<file path="config.mk">
export PLATFORM = sky130hd
export DESIGN_NAME = lpc_capture_ctrl_flat
export DESIGN_NICKNAME = d
export VERILOG_FILES = /design/src/rtl/lpc_capture_ctrl_if.sv /design/src/rtl/lpc_capture_ctrl.sv /design/src/flat_wrapper.sv
export SDC_FILE = /design/constraint.sdc
export NUM_CORES = 1
export LEC_CHECK = 0
export BUFFER_PORTS_ARGS = -buffer_cell sky130_fd_sc_hd__buf_2
export CORE_MARGIN = 2
export CORE_UTILIZATION = 35
export DETAILED_ROUTE_END_ITERATION = 6
export PLACE_DENSITY_LB_ADDON = 0.15
export SETUP_SLACK_MARGIN = 0.4
export SYNTH_ARGS = -nofsm -noshare
export SYNTH_HDL_FRONTEND = slang
export SYNTH_SLANG_ARGS = --single-unit
</file>
<file path="constraint.sdc">
create_clock -name lpc_clock -period 24.6 [get_ports lpc_clock]
set_input_delay 0 -clock lpc_clock [delete_from_list [all_inputs] [get_ports lpc_clock]]
set_output_delay 0 -clock lpc_clock [all_outputs]
set_load 0.005 [all_outputs]
</file>
<file path="src/rtl/lpc_capture_ctrl_if.sv">
// Decoded-cycle input bus and outgoing byte stream of lpc_capture_ctrl.
// master = capture controller side, slave = decoder/UART side.
interface lpc_capture_ctrl_if;
  logic [3:0]  in_cyctype_dir;
  logic [31:0] in_addr;
  logic [7:0]  in_data;
  logic        in_clock_enable;
  logic [7:0]  tx_data;
  logic        tx_valid;
  logic        tx_ready;

  modport master (
    input  in_cyctype_dir, in_addr, in_data, in_clock_enable, tx_ready,
    output tx_data, tx_valid
  );

  modport slave (
    output in_cyctype_dir, in_addr, in_data, in_clock_enable, tx_ready,
    input  tx_data, tx_valid
  );
endinterface

</file>
<file path="src/rtl/lpc_capture_ctrl.sv">
// Captures address-filtered LPC cycles into a FIFO and drains them as byte frames.
// Define LPC_CAPTURE_TIMESTAMP_EN to append a 16-bit capture timestamp to each frame.
module lpc_capture_ctrl #(
  parameter int         DEPTH  = 16,
  parameter logic [7:0] MARKER = 8'hA5
) (
  input  logic                   lpc_clock,
  input  logic                   lpc_reset,
  input  logic                   enable,
  input  logic [31:0]            cfg_base,
  input  logic [31:0]            cfg_mask,
  lpc_capture_ctrl_if.master     lpc_bus,
  output logic [$clog2(DEPTH):0] fifo_level,
  output logic [7:0]             drop_count,
  output logic                   busy
);

  localparam int AW = $clog2(DEPTH);
  localparam int PW = AW + 1;
`ifdef LPC_CAPTURE_TIMESTAMP_EN
  localparam int ENTRY_W   = 60;
  localparam int FRAME_LEN = 9;
`else
  localparam int ENTRY_W   = 44;
  localparam int FRAME_LEN = 7;
`endif
  localparam int            IW   = $clog2(FRAME_LEN);
  localparam logic [IW-1:0] LAST = IW'(FRAME_LEN - 1);

  typedef enum logic {S_IDLE, S_SEND} state_t;

  state_t              state_reg, state_next;
  logic                ce_q_reg;
  logic                cap, hit, full, push, drop, load;
  logic [PW-1:0]       wr_ptr_reg, rd_ptr_reg;
  logic [ENTRY_W-1:0]  mem [DEPTH];
  logic [ENTRY_W-1:0]  entry;
  logic [ENTRY_W-1:0]  frame_reg;
  logic                ovf_reg, frame_ovf_reg;
  logic [7:0]          drop_count_reg;
  logic [IW-1:0]       idx_reg, idx_next, idx_inc;
  logic                tx_valid_reg, tx_valid_next;
  logic [7:0]          tx_data_reg, tx_data_next;
  logic [7:0]          frame_bytes [FRAME_LEN];

  assign cap  = lpc_bus.in_clock_enable & ~ce_q_reg;
  assign hit  = enable & cap & (((lpc_bus.in_addr ^ cfg_base) & cfg_mask) == 32'h0);
  // Full is judged on the pre-pop level, so a same-cycle pop never makes room.
  assign full = (fifo_level == PW'(DEPTH));
  assign push = hit & ~full;
  assign drop = hit & full;

`ifdef LPC_CAPTURE_TIMESTAMP_EN
  logic [15:0] ts_reg;

  always_ff @(posedge lpc_clock or negedge lpc_reset) begin
    if (!lpc_reset) begin
      ts_reg <= 16'h0;
    end else begin
      ts_reg <= ts_reg + 16'd1;
    end
  end

  assign entry = {ts_reg, lpc_bus.in_cyctype_dir, lpc_bus.in_addr, lpc_bus.in_data};
`else
  assign entry = {lpc_bus.in_cyctype_dir, lpc_bus.in_addr, lpc_bus.in_data};
`endif

  // Storage array and its registered read port; the read lands directly in the frame register.
  always_ff @(posedge lpc_clock) begin
    if (push) begin
      mem[wr_ptr_reg[AW-1:0]] <= entry;
    end
    if (load) begin
      frame_reg <= mem[rd_ptr_reg[AW-1:0]];
    end
  end

  assign frame_bytes[0] = MARKER;
  assign frame_bytes[1] = {frame_reg[43:40], frame_ovf_reg, 3'b000};
  genvar gi;
  generate
    for (gi = 0; gi < 4; gi++) begin : g_addr_bytes
      assign frame_bytes[2+gi] = frame_reg[39-8*gi -: 8];
    end
  endgenerate
  assign frame_bytes[6] = frame_reg[7:0];
`ifdef LPC_CAPTURE_TIMESTAMP_EN
  assign frame_bytes[7] = frame_reg[59:52];
  assign frame_bytes[8] = frame_reg[51:44];
`endif

  assign idx_inc = idx_reg + IW'(1);

  always_comb begin
    state_next    = state_reg;
    idx_next      = idx_reg;
    tx_valid_next = tx_valid_reg;
    tx_data_next  = tx_data_reg;
    load          = 1'b0;
    case (state_reg)
      S_IDLE: begin
        if (fifo_level != '0) begin
          load          = 1'b1;
          state_next    = S_SEND;
          idx_next      = '0;
          tx_valid_next = 1'b1;
          tx_data_next  = MARKER;
        end
      end
      S_SEND: begin
        if (lpc_bus.tx_ready) begin
          if (idx_reg == LAST) begin
            state_next    = S_IDLE;
            tx_valid_next = 1'b0;
          end else begin
            idx_next     = idx_inc;
            tx_data_next = frame_bytes[idx_inc];
          end
        end
      end
      default: state_next = S_IDLE;
    endcase
  end

  always_ff @(posedge lpc_clock or negedge lpc_reset) begin
    if (!lpc_reset) begin
      ce_q_reg       <= 1'b0;
      wr_ptr_reg     <= '0;
      rd_ptr_reg     <= '0;
      ovf_reg        <= 1'b0;
      frame_ovf_reg  <= 1'b0;
      drop_count_reg <= 8'h0;
      state_reg      <= S_IDLE;
      idx_reg        <= '0;
      tx_valid_reg   <= 1'b0;
      tx_data_reg    <= 8'h0;
    end else begin
      ce_q_reg <= lpc_bus.in_clock_enable;
      if (push) begin
        wr_ptr_reg <= wr_ptr_reg + PW'(1);
      end
      if (load) begin
        rd_ptr_reg    <= rd_ptr_reg + PW'(1);
        frame_ovf_reg <= ovf_reg;
      end
      // A drop coinciding with a load survives into the following frame.
      if (drop) begin
        ovf_reg <= 1'b1;
      end else if (load) begin
        ovf_reg <= 1'b0;
      end
      if (drop && (drop_count_reg != 8'hFF)) begin
        drop_count_reg <= drop_count_reg + 8'd1;
      end
      state_reg    <= state_next;
      idx_reg      <= idx_next;
      tx_valid_reg <= tx_valid_next;
      tx_data_reg  <= tx_data_next;
    end
  end

  assign fifo_level       = wr_ptr_reg - rd_ptr_reg;
  assign drop_count       = drop_count_reg;
  assign busy             = (fifo_level != '0) | (state_reg != S_IDLE);
  assign lpc_bus.tx_valid = tx_valid_reg;
  assign lpc_bus.tx_data  = tx_data_reg;

endmodule
</file>
<file path="src/flat_wrapper.sv">
// flat-port wrapper written by rule: the top's interface ports become plain ports
module lpc_capture_ctrl_flat 
#(
  parameter int         DEPTH  = 16,
  parameter logic [7:0] MARKER = 8'hA5
)
  (lpc_clock, lpc_reset, enable, cfg_base, cfg_mask, fifo_level, drop_count, busy, lpc_bus_in_cyctype_dir, lpc_bus_in_addr, lpc_bus_in_data, lpc_bus_in_clock_enable, lpc_bus_tx_ready, lpc_bus_tx_data, lpc_bus_tx_valid);
  lpc_capture_ctrl_if lpc_bus_i ();
  input  logic lpc_clock;
  input  logic lpc_reset;
  input  logic enable;
  input  logic [31:0] cfg_base;
  input  logic [31:0] cfg_mask;
  output logic [$clog2(DEPTH):0] fifo_level;
  output logic [7:0] drop_count;
  output logic busy;
  input wire logic [$bits(lpc_bus_i.in_cyctype_dir)-1:0] lpc_bus_in_cyctype_dir;
  input wire logic [$bits(lpc_bus_i.in_addr)-1:0] lpc_bus_in_addr;
  input wire logic [$bits(lpc_bus_i.in_data)-1:0] lpc_bus_in_data;
  input wire logic [$bits(lpc_bus_i.in_clock_enable)-1:0] lpc_bus_in_clock_enable;
  input wire logic [$bits(lpc_bus_i.tx_ready)-1:0] lpc_bus_tx_ready;
  output wire logic [$bits(lpc_bus_i.tx_data)-1:0] lpc_bus_tx_data;
  output wire logic [$bits(lpc_bus_i.tx_valid)-1:0] lpc_bus_tx_valid;
  assign lpc_bus_i.in_cyctype_dir = lpc_bus_in_cyctype_dir;
  assign lpc_bus_i.in_addr = lpc_bus_in_addr;
  assign lpc_bus_i.in_data = lpc_bus_in_data;
  assign lpc_bus_i.in_clock_enable = lpc_bus_in_clock_enable;
  assign lpc_bus_i.tx_ready = lpc_bus_tx_ready;
  assign lpc_bus_tx_data = lpc_bus_i.tx_data;
  assign lpc_bus_tx_valid = lpc_bus_i.tx_valid;
  lpc_capture_ctrl #(.DEPTH(DEPTH), .MARKER(MARKER)) u_core (.lpc_clock(lpc_clock), .lpc_reset(lpc_reset), .enable(enable), .cfg_base(cfg_base), .cfg_mask(cfg_mask), .lpc_bus(lpc_bus_i), .fifo_level(fifo_level), .drop_count(drop_count), .busy(busy));
endmodule
</file>
==> out/metrics.yaml, run 1 <==
critical_path_required_ps: 24850
synthesized_area_fraction_occupied_by_ao_oa_aoi_and_oai_cells_pct: 1.27
fill_cells: 7524
starting_utilization_of_the_core_area_pct: 35.2
path_cells: "buf_4, inv_1, ha_1, a21oi_1, nand2_1, xor2_2, nor3_2, or3b_1, buf_4, nor2_4, buf_4"
power.density_cell_area_nw_per_um2: 101
synth_fp_nets: 1453
synthXorXnorAreaFrac_pct: 1.52
finalHoldViolations: 0
cell_with_the_most_instances_after_synthesis: "edfxtp_1"
fin_crit_ps: 4600
slew_headroom_pct: 28.6
overflow: 0
synth.mux.area_fraction_pct: 17.0
max_freq_ghz: 0.217
holdWs_ps: 49.7
final_max_slew_viol_count: 0
post_synth_inst_count: 1327
hpwlAfterDp_um: 44300
port_buffers: 135
arrival_ps: 4850
floorplan.die_area_um2: 89200
p_leak_nw: 11.6
synthAdderAreaFrac_pct: 0.560
design_area_um2: 35900
wire_length_of_the_first_global_routing_pass_um: 109000
synth_async_sr_flop_share_pct: 4.35
instances_no_fill: 2789
total_neg_setup_slack_ps: 0
cts_max_level: 3
drtIter0Drc: 1214
largest_register_ffs: 704
placedCellCount: 2588
r2r_setup_slack_ps: 20000
die_width_um: 299
tritoncts_num_sinks: 782
routed_wirelength_um: 76000
worst_ir_drop_vdd_uv: 54.7
cts_root_buf: "clkbuf_16"
ranking_of_synthesized_cells_by_area: "edfxtp_1, mux4_2, dfrtp_1, xor2_1, ha_1"
design_power_total_mw: 3.63
seqCellArea_um2: 23300
grt_pass1_vias: 15200
drt-wirelength-per-cell_um: 27.3
drt-pass1-iter-count: 5
min_path_type: "primary input to async pin"
outcome: "finished clean"
ys_dominant_reg_cell: "edfxtp_1"
synthSimpleGateAreaFrac_pct: 1.78
gp_routability_congestion: 0.762
fp.coreArea_um2: 86300
ant_nets: 0
synth_top_area_cell: "edfxtp_1"
yosysTopAreaCellShare_pct: 73.9
syn2layout_area_growth_pct: 18.1
die_h_um: 299
yosys_warnings: 0
largest_net_degree_at_the_start_of_global_routing: 102
synth_cell_types: 55
std_cell_rows: 108
clk-insertion-delay-late_ps: 630
clockBufferDepth: 3
grt.total_usage_pct: 17.1
detailroute.via_count: 14400
critPathMaxFanout: 48
antenna_violations_before_repair: 2
finish.net_count: 1693
route.detailed.drc: 0
ys_seq_area_share_pct: 76.7
setup_viol: 0
vias_per_cell: 5.15
worst_r2r_path_depth: 11
num_io_pins: 136
cpPeakStageDelay_ps: 750
rr_endpoint: "u_core.mem[10][28]$_DFFE_PP_"
timing.max_cap.violations: 0
skew_ps: 22.6
cts_inserted_buffers: 85
setup.worst_path.end_class: "flip-flop"
setup.worst_path.start_class: "flip-flop"
synth_edf_count: 748
syn-mean-instance-area_um2: 22.9
critical_path.reg2reg.startpoint: "u_core.rd_ptr_reg[2]$_DFFE_PN0P_"
cts.repair.resized: 0
synth_commonest_cells: "edfxtp_1, mux4_2, xor2_1"
worst_path_max_delay_cell: "buf_4"
instance_area_at_placement_um2: 32600
drive_above_1_share_pct: 33.7
synth_top_family_by_area: "multiplexers"
yosys_register_bits: 782
mappedNetlistArea_um2: 30400
clock_tree_from_tritoncts: "yes"
post-route-period-util_pct: 18.7
cts.reportedPaths.clkPinSlew_ps: 60
grt_setup_unrepaired: "false"
critical_path.most_common_cell: "buf_4"
worst-slew-pin-transition_ps: 1070
multi_input_comb_area_um2: 6850
critical_path_class: "flip-flop to flip-flop"
[worst max-delay path by stage]
stage,start,to,slack [ps],cells after the start
final,u_core.rd_ptr_reg[2]$_DFFE_PN0P_,u_core.mem[10][28]$_DFFE_PP_,20000,11
after global routing,u_core.rd_ptr_reg[2]$_DFFE_PN0P_,u_core.mem[10][28]$_DFFE_PP_,19760,11
after CTS,u_core.rd_ptr_reg[2]$_DFFE_PN0P_,u_core.mem[10][28]$_DFFE_PP_,19930,11
after detailed placement,u_core.rd_ptr_reg[2]$_DFFE_PN0P_,u_core.mem[10][28]$_DFFE_PP_,19950,11
after global placement,u_core.rd_ptr_reg[2]$_DFFE_PN0P_,u_core.mem[11][33]$_DFFE_PP_,19990,11
after floorplan,u_core.rd_ptr_reg[1]$_DFFE_PN0P_,u_core.mem[1][0]$_DFFE_PP_,16630,12
[layer usage]
metal  share of wire (%)  routed length [um]  GRT usage [%]
met1                  46               34700           24.7
met2                  47               35800           26.7
met4                 2.1                1620           4.77
met3                 5.2                3920           3.22
met5                   0                   0              0
[cells by family after synthesis]
family | count (synthesis)
buffers and inverters | 82
adder cells (fa/ha/maj) | 13
AND/OR/NAND/NOR | 101
flip-flops | 782
XOR/XNOR | 51
AO/OA/AOI/OAI | 58
multiplexers | 240
[worst max-delay path: cells and delay by family (launching register included)]
family | cells | cell delay [ps]
buffers and inverters | 4 | 1710
and+or+nand+nor | 4 | 1330
adders and majority gates | 1 | 380
DFF | 1 | 340
xor gates and xnor gates | 1 | 260
AOI/OAI and AO/OA | 1 | 160
[placed cells by master, fill, tap and decap left out, drive strengths merged, types with 4 or more instances in the layout]
master and instances:
xor2 37, xnor2 14, mux4 220, nand3 11, clkbuf 99, and3 5, dfrtp 34, buf 170
a21oi 9, clkinv 35, dlygate4sd3 47, edfxtp 748, nor3 4, a22oi 15, nor4b 4, o21ai 13
nand2 28, mux2 7, bufinv 10, nand4 12, clkinvlp 5, nor2 19, mux2i 13, inv 22
ha 12, o22ai 5
[stage by stage]
| stage | util, % | worst slack [ps] |
|---|---|---|
| 2_1_floorplan | - | 16630 |
| 3_3_place_gp | 37.8 | 19990 |
| 3_5_place_dp | 37.8 | 19950 |
| 4_1_cts | 41.6 | 19930 |
| 5_1_grt | 41.6 | 19760 |
| 6_report | 41.6 | 20000 |
[where the power goes]
group	internal [mW]	total (mW)	switching (mW)
clock network	0.755	1.27	0.517
registers	1.50	1.52	0.0231
logic	0.402	0.837	0.435
[layout make-up]
type,count,share of cell area [%]
well taps,1155,4.03
clock inverters,54,1.52
inverters,18,0.195
repair buffers,217,3.96
clock buffers,99,6.22
flip-flops and latches,782,65.0
multi-input cells,463,19.1
diodes,1,0.00697
[what timing repair did]
action                                 in CTS  in global routing
hold buffers                               47                  0
buffers inserted                            0                  0
endpoints found under the hold margin     746                  0
(Power assumes the default switching activity.)
==> inputs of run 2 (changes only) <==
--- a/config.mk
+++ b/config.mk
@@ -5,6 +5,7 @@
 export SDC_FILE = /design/constraint.sdc
 export NUM_CORES = 1
 export LEC_CHECK = 0
+export ABC_AREA = 1
 export BUFFER_PORTS_ARGS = -buffer_cell sky130_fd_sc_hd__buf_2
 export CORE_MARGIN = 2
 export CORE_UTILIZATION = 35
==> constraint.sdc (replaced) <==
create_clock -name lpc_clock -period 4.7 [get_ports lpc_clock]
set_input_delay 0 -clock lpc_clock [delete_from_list [all_inputs] [get_ports lpc_clock]]
set_output_delay 0 -clock lpc_clock [all_outputs]
set_load 0.005 [all_outputs]
==> out/metrics.yaml, run 2 <==
floorplan.die_area_um2: 93000
grt_pass1_vias: 20800
clkPwrFrac_pct: 32.5
grt_setup_unrepaired: "false"
post_synth_inst_count: 2519
port_buffers: 135
share_seq_of_total_power_pct: 40.9
yosysTopAreaCellShare_pct: 70.9
grt.total_usage_pct: 19.5
worst_path_max_delay_cell: "buf_4"
critPathMaxFanout: 44
num_io_pins: 136
synth_fp_nets: 2645
finish.net_count: 2813
power.share.combinational_pct: 26.6
design_power_total_mw: 19.6
drt-wirelength-per-cell_um: 23.3
cpPeakStageDelay_ps: 670
cts_root_buf: "clkbuf_16"
clockBufferDepth: 3
ys_dominant_reg_cell: "edfxtp_1"
syn-mean-instance-area_um2: 12.6
yosys_register_bits: 782
cts.reportedPaths.clkPinSlew_ps: 60
worst_r2r_path_depth: 10
drt-pass1-iter-count: 5
overflow: 0
std_cell_rows: 110
number_of_antenna_diodes: 0
cts_max_level: 3
fp.coreArea_um2: 89900
startpoint: "u_core.wr_ptr_reg[0]$_DFFE_PN0P_"
tritoncts_num_sinks: 782
antenna_violations_before_repair: 1
finalHoldViolations: 0
outcome: "finished clean"
largest_register_ffs: 704
hpwlAfterDp_um: 51100
setup_viol: 0
die_width_um: 305
die_h_um: 305
ys_seq_area_share_pct: 73.5
worst_ir_drop_vdd_uv: 386
clk-insertion-delay-late_ps: 630
most-common-layout-cells: "edfxtp_1, nor2_1, o21ai_0"
min_path_type: "primary input to async pin"
wire_length_of_the_first_global_routing_pass_um: 136000
power_switching_mw: 6.58
starting_utilization_of_the_core_area_pct: 35.3
instances_no_fill: 3928
critical_path.reg2reg.startpoint: "u_core.wr_ptr_reg[0]$_DFFE_PN0P_"
placedCellCount: 3725
critical_path_class: "flip-flop to flip-flop"
cts_hold_buf: 53
postCtsSetupRepairBufs: 0
route.detailed.drc: 0
skew_ps: 21.3
total_neg_setup_slack_ps: 0
gp_routability_congestion: 0.837
fin_crit_ps: 3440
cell_with_the_most_instances_after_synthesis: "edfxtp_1"
drive_above_1_share_pct: 12.1
internal_power_contribution_mw: 13.0
vias_per_cell: 5.30
post-route-period-util_pct: 73.3
slew_headroom_pct: 27.4
holdWs_ps: 27.2
synth_top_area_cell: "edfxtp_1"
arrival_ps: 3690
ranking_of_synthesized_cells_by_area: "edfxtp_1, o21ai_0, nor2_1, nand2_1, dfrtp_1"
yosys_warnings: 0
largest_net_degree_at_the_start_of_global_routing: 179
synth_commonest_cells: "edfxtp_1, nor2_1, o21ai_0"
timing.max_cap.violations: 0
detailroute.via_count: 20800
setup.worst_path.start_class: "flip-flop"
worst-slew-pin-transition_ps: 1090
synth_edf_count: 748
mostFrequentLayoutCell: "edfxtp_1"
drtIter0Drc: 1578
sw_frac_of_total_pct: 33.6
mappedNetlistArea_um2: 31700
max_freq_ghz: 0.290
cts.repair.resized: 0
critical_path_required_ps: 4950
clock_tree_from_tritoncts: "yes"
synth_async_sr_flop_share_pct: 4.35
p_leak_nw: 12.6
final_max_slew_viol_count: 0
post-route-util_pct: 41.2
routed_wirelength_um: 91400
setup.worst_path.end_class: "flip-flop"
ant_nets: 0
synth_cell_types: 47
power.density_cell_area_nw_per_um2: 529
cts_inserted_buffers: 83
syn2layout_area_growth_pct: 16.8
path_cells: "inv_1, ha_1, inv_1, fa_1, xor2_1, nor3_4, nand3_4, nand3_4, nor3_4, buf_4"
==> run 2: critical path, delay by kind of cell (launching register included) <==
kind	cells	cell delay, ps
DFF	1	440
xor gates and xnor gates	1	280
adders and majority gates	2	560
buffers and inverters	3	880
and+or+nand+nor	4	840
==> run 2: path summary, 6_finish.rpt <==
check,end,slack (ps)
worst max-delay path,u_core.mem[7][12]$_DFFE_PP_,1260
worst min-delay path,u_core.rd_ptr_reg[2]$_DFFE_PN0P_,30
worst max register to register,u_core.mem[7][12]$_DFFE_PP_,1260
worst min register to register,u_core.idx_reg[1]$_DFFE_PN0P_,520
max in group asynchronous,u_core.rd_ptr_reg[0]$_DFFE_PN0P_,3990
min in group lpc_clock,u_core.drop_count[3]$_DFFE_PN0P_,60
==> run 2: final cells by class <==
class                   count  area, um2
fillers                  8376      52900
flip-flops and latches    782      23300
multi-input cells        1486       7530
clock buffers             102       2170
repair buffers            228       1680
well taps                1176       1470
clock inverters            48        432
inverters                 106        408
==> run 2: cell families (layout without fill, tap and decap cells) <==
| group | count (synthesis) | in the layout | synth area share (%) |
|---|---|---|---|
| and+or+nand+nor | 873 | 873 | 11.6 |
| adders and majority gates | 13 | 13 | 0.537 |
| muxes | 4 | 4 | 0.126 |
| buffers and inverters | 251 | 484 | 3.15 |
| AOI/OAI and AO/OA | 583 | 583 | 10.7 |
| xor gates and xnor gates | 13 | 13 | 0.418 |
| DFF | 782 | 782 | 73.5 |
==> run 2: per-layer routing <==
layer	global-route usage [%]	up-vias	share of wire, %
li1	-	9570	-
met1	26.8	10600	45
met2	32.3	524	48
met3	2.34	120	4.3
met4	5.78	0	2.4
met5	0	-	0
==> run 2: power by group through the flow <==
stage               logic (mW)  registers [mW]  clock network [mW]
floorplan                 3.40            8.05                   0
global placement          5.15            8.15                   0
detailed placement        5.23            8.15                   0
CTS                       5.28            8.00                6.52
global route              5.80            8.01                6.80
finish                    5.22            8.00                6.37
==> run 2: per-stage QoR <==
stage | setup WS [ps] | cell area [um2]
6_report | 1260 | 37000
5_1_grt | 1100 | 37000
4_1_cts | 1250 | 37000
3_5_place_dp | 1270 | 33900
3_3_place_gp | 1330 | 33900
2_1_floorplan | -841 | 31800
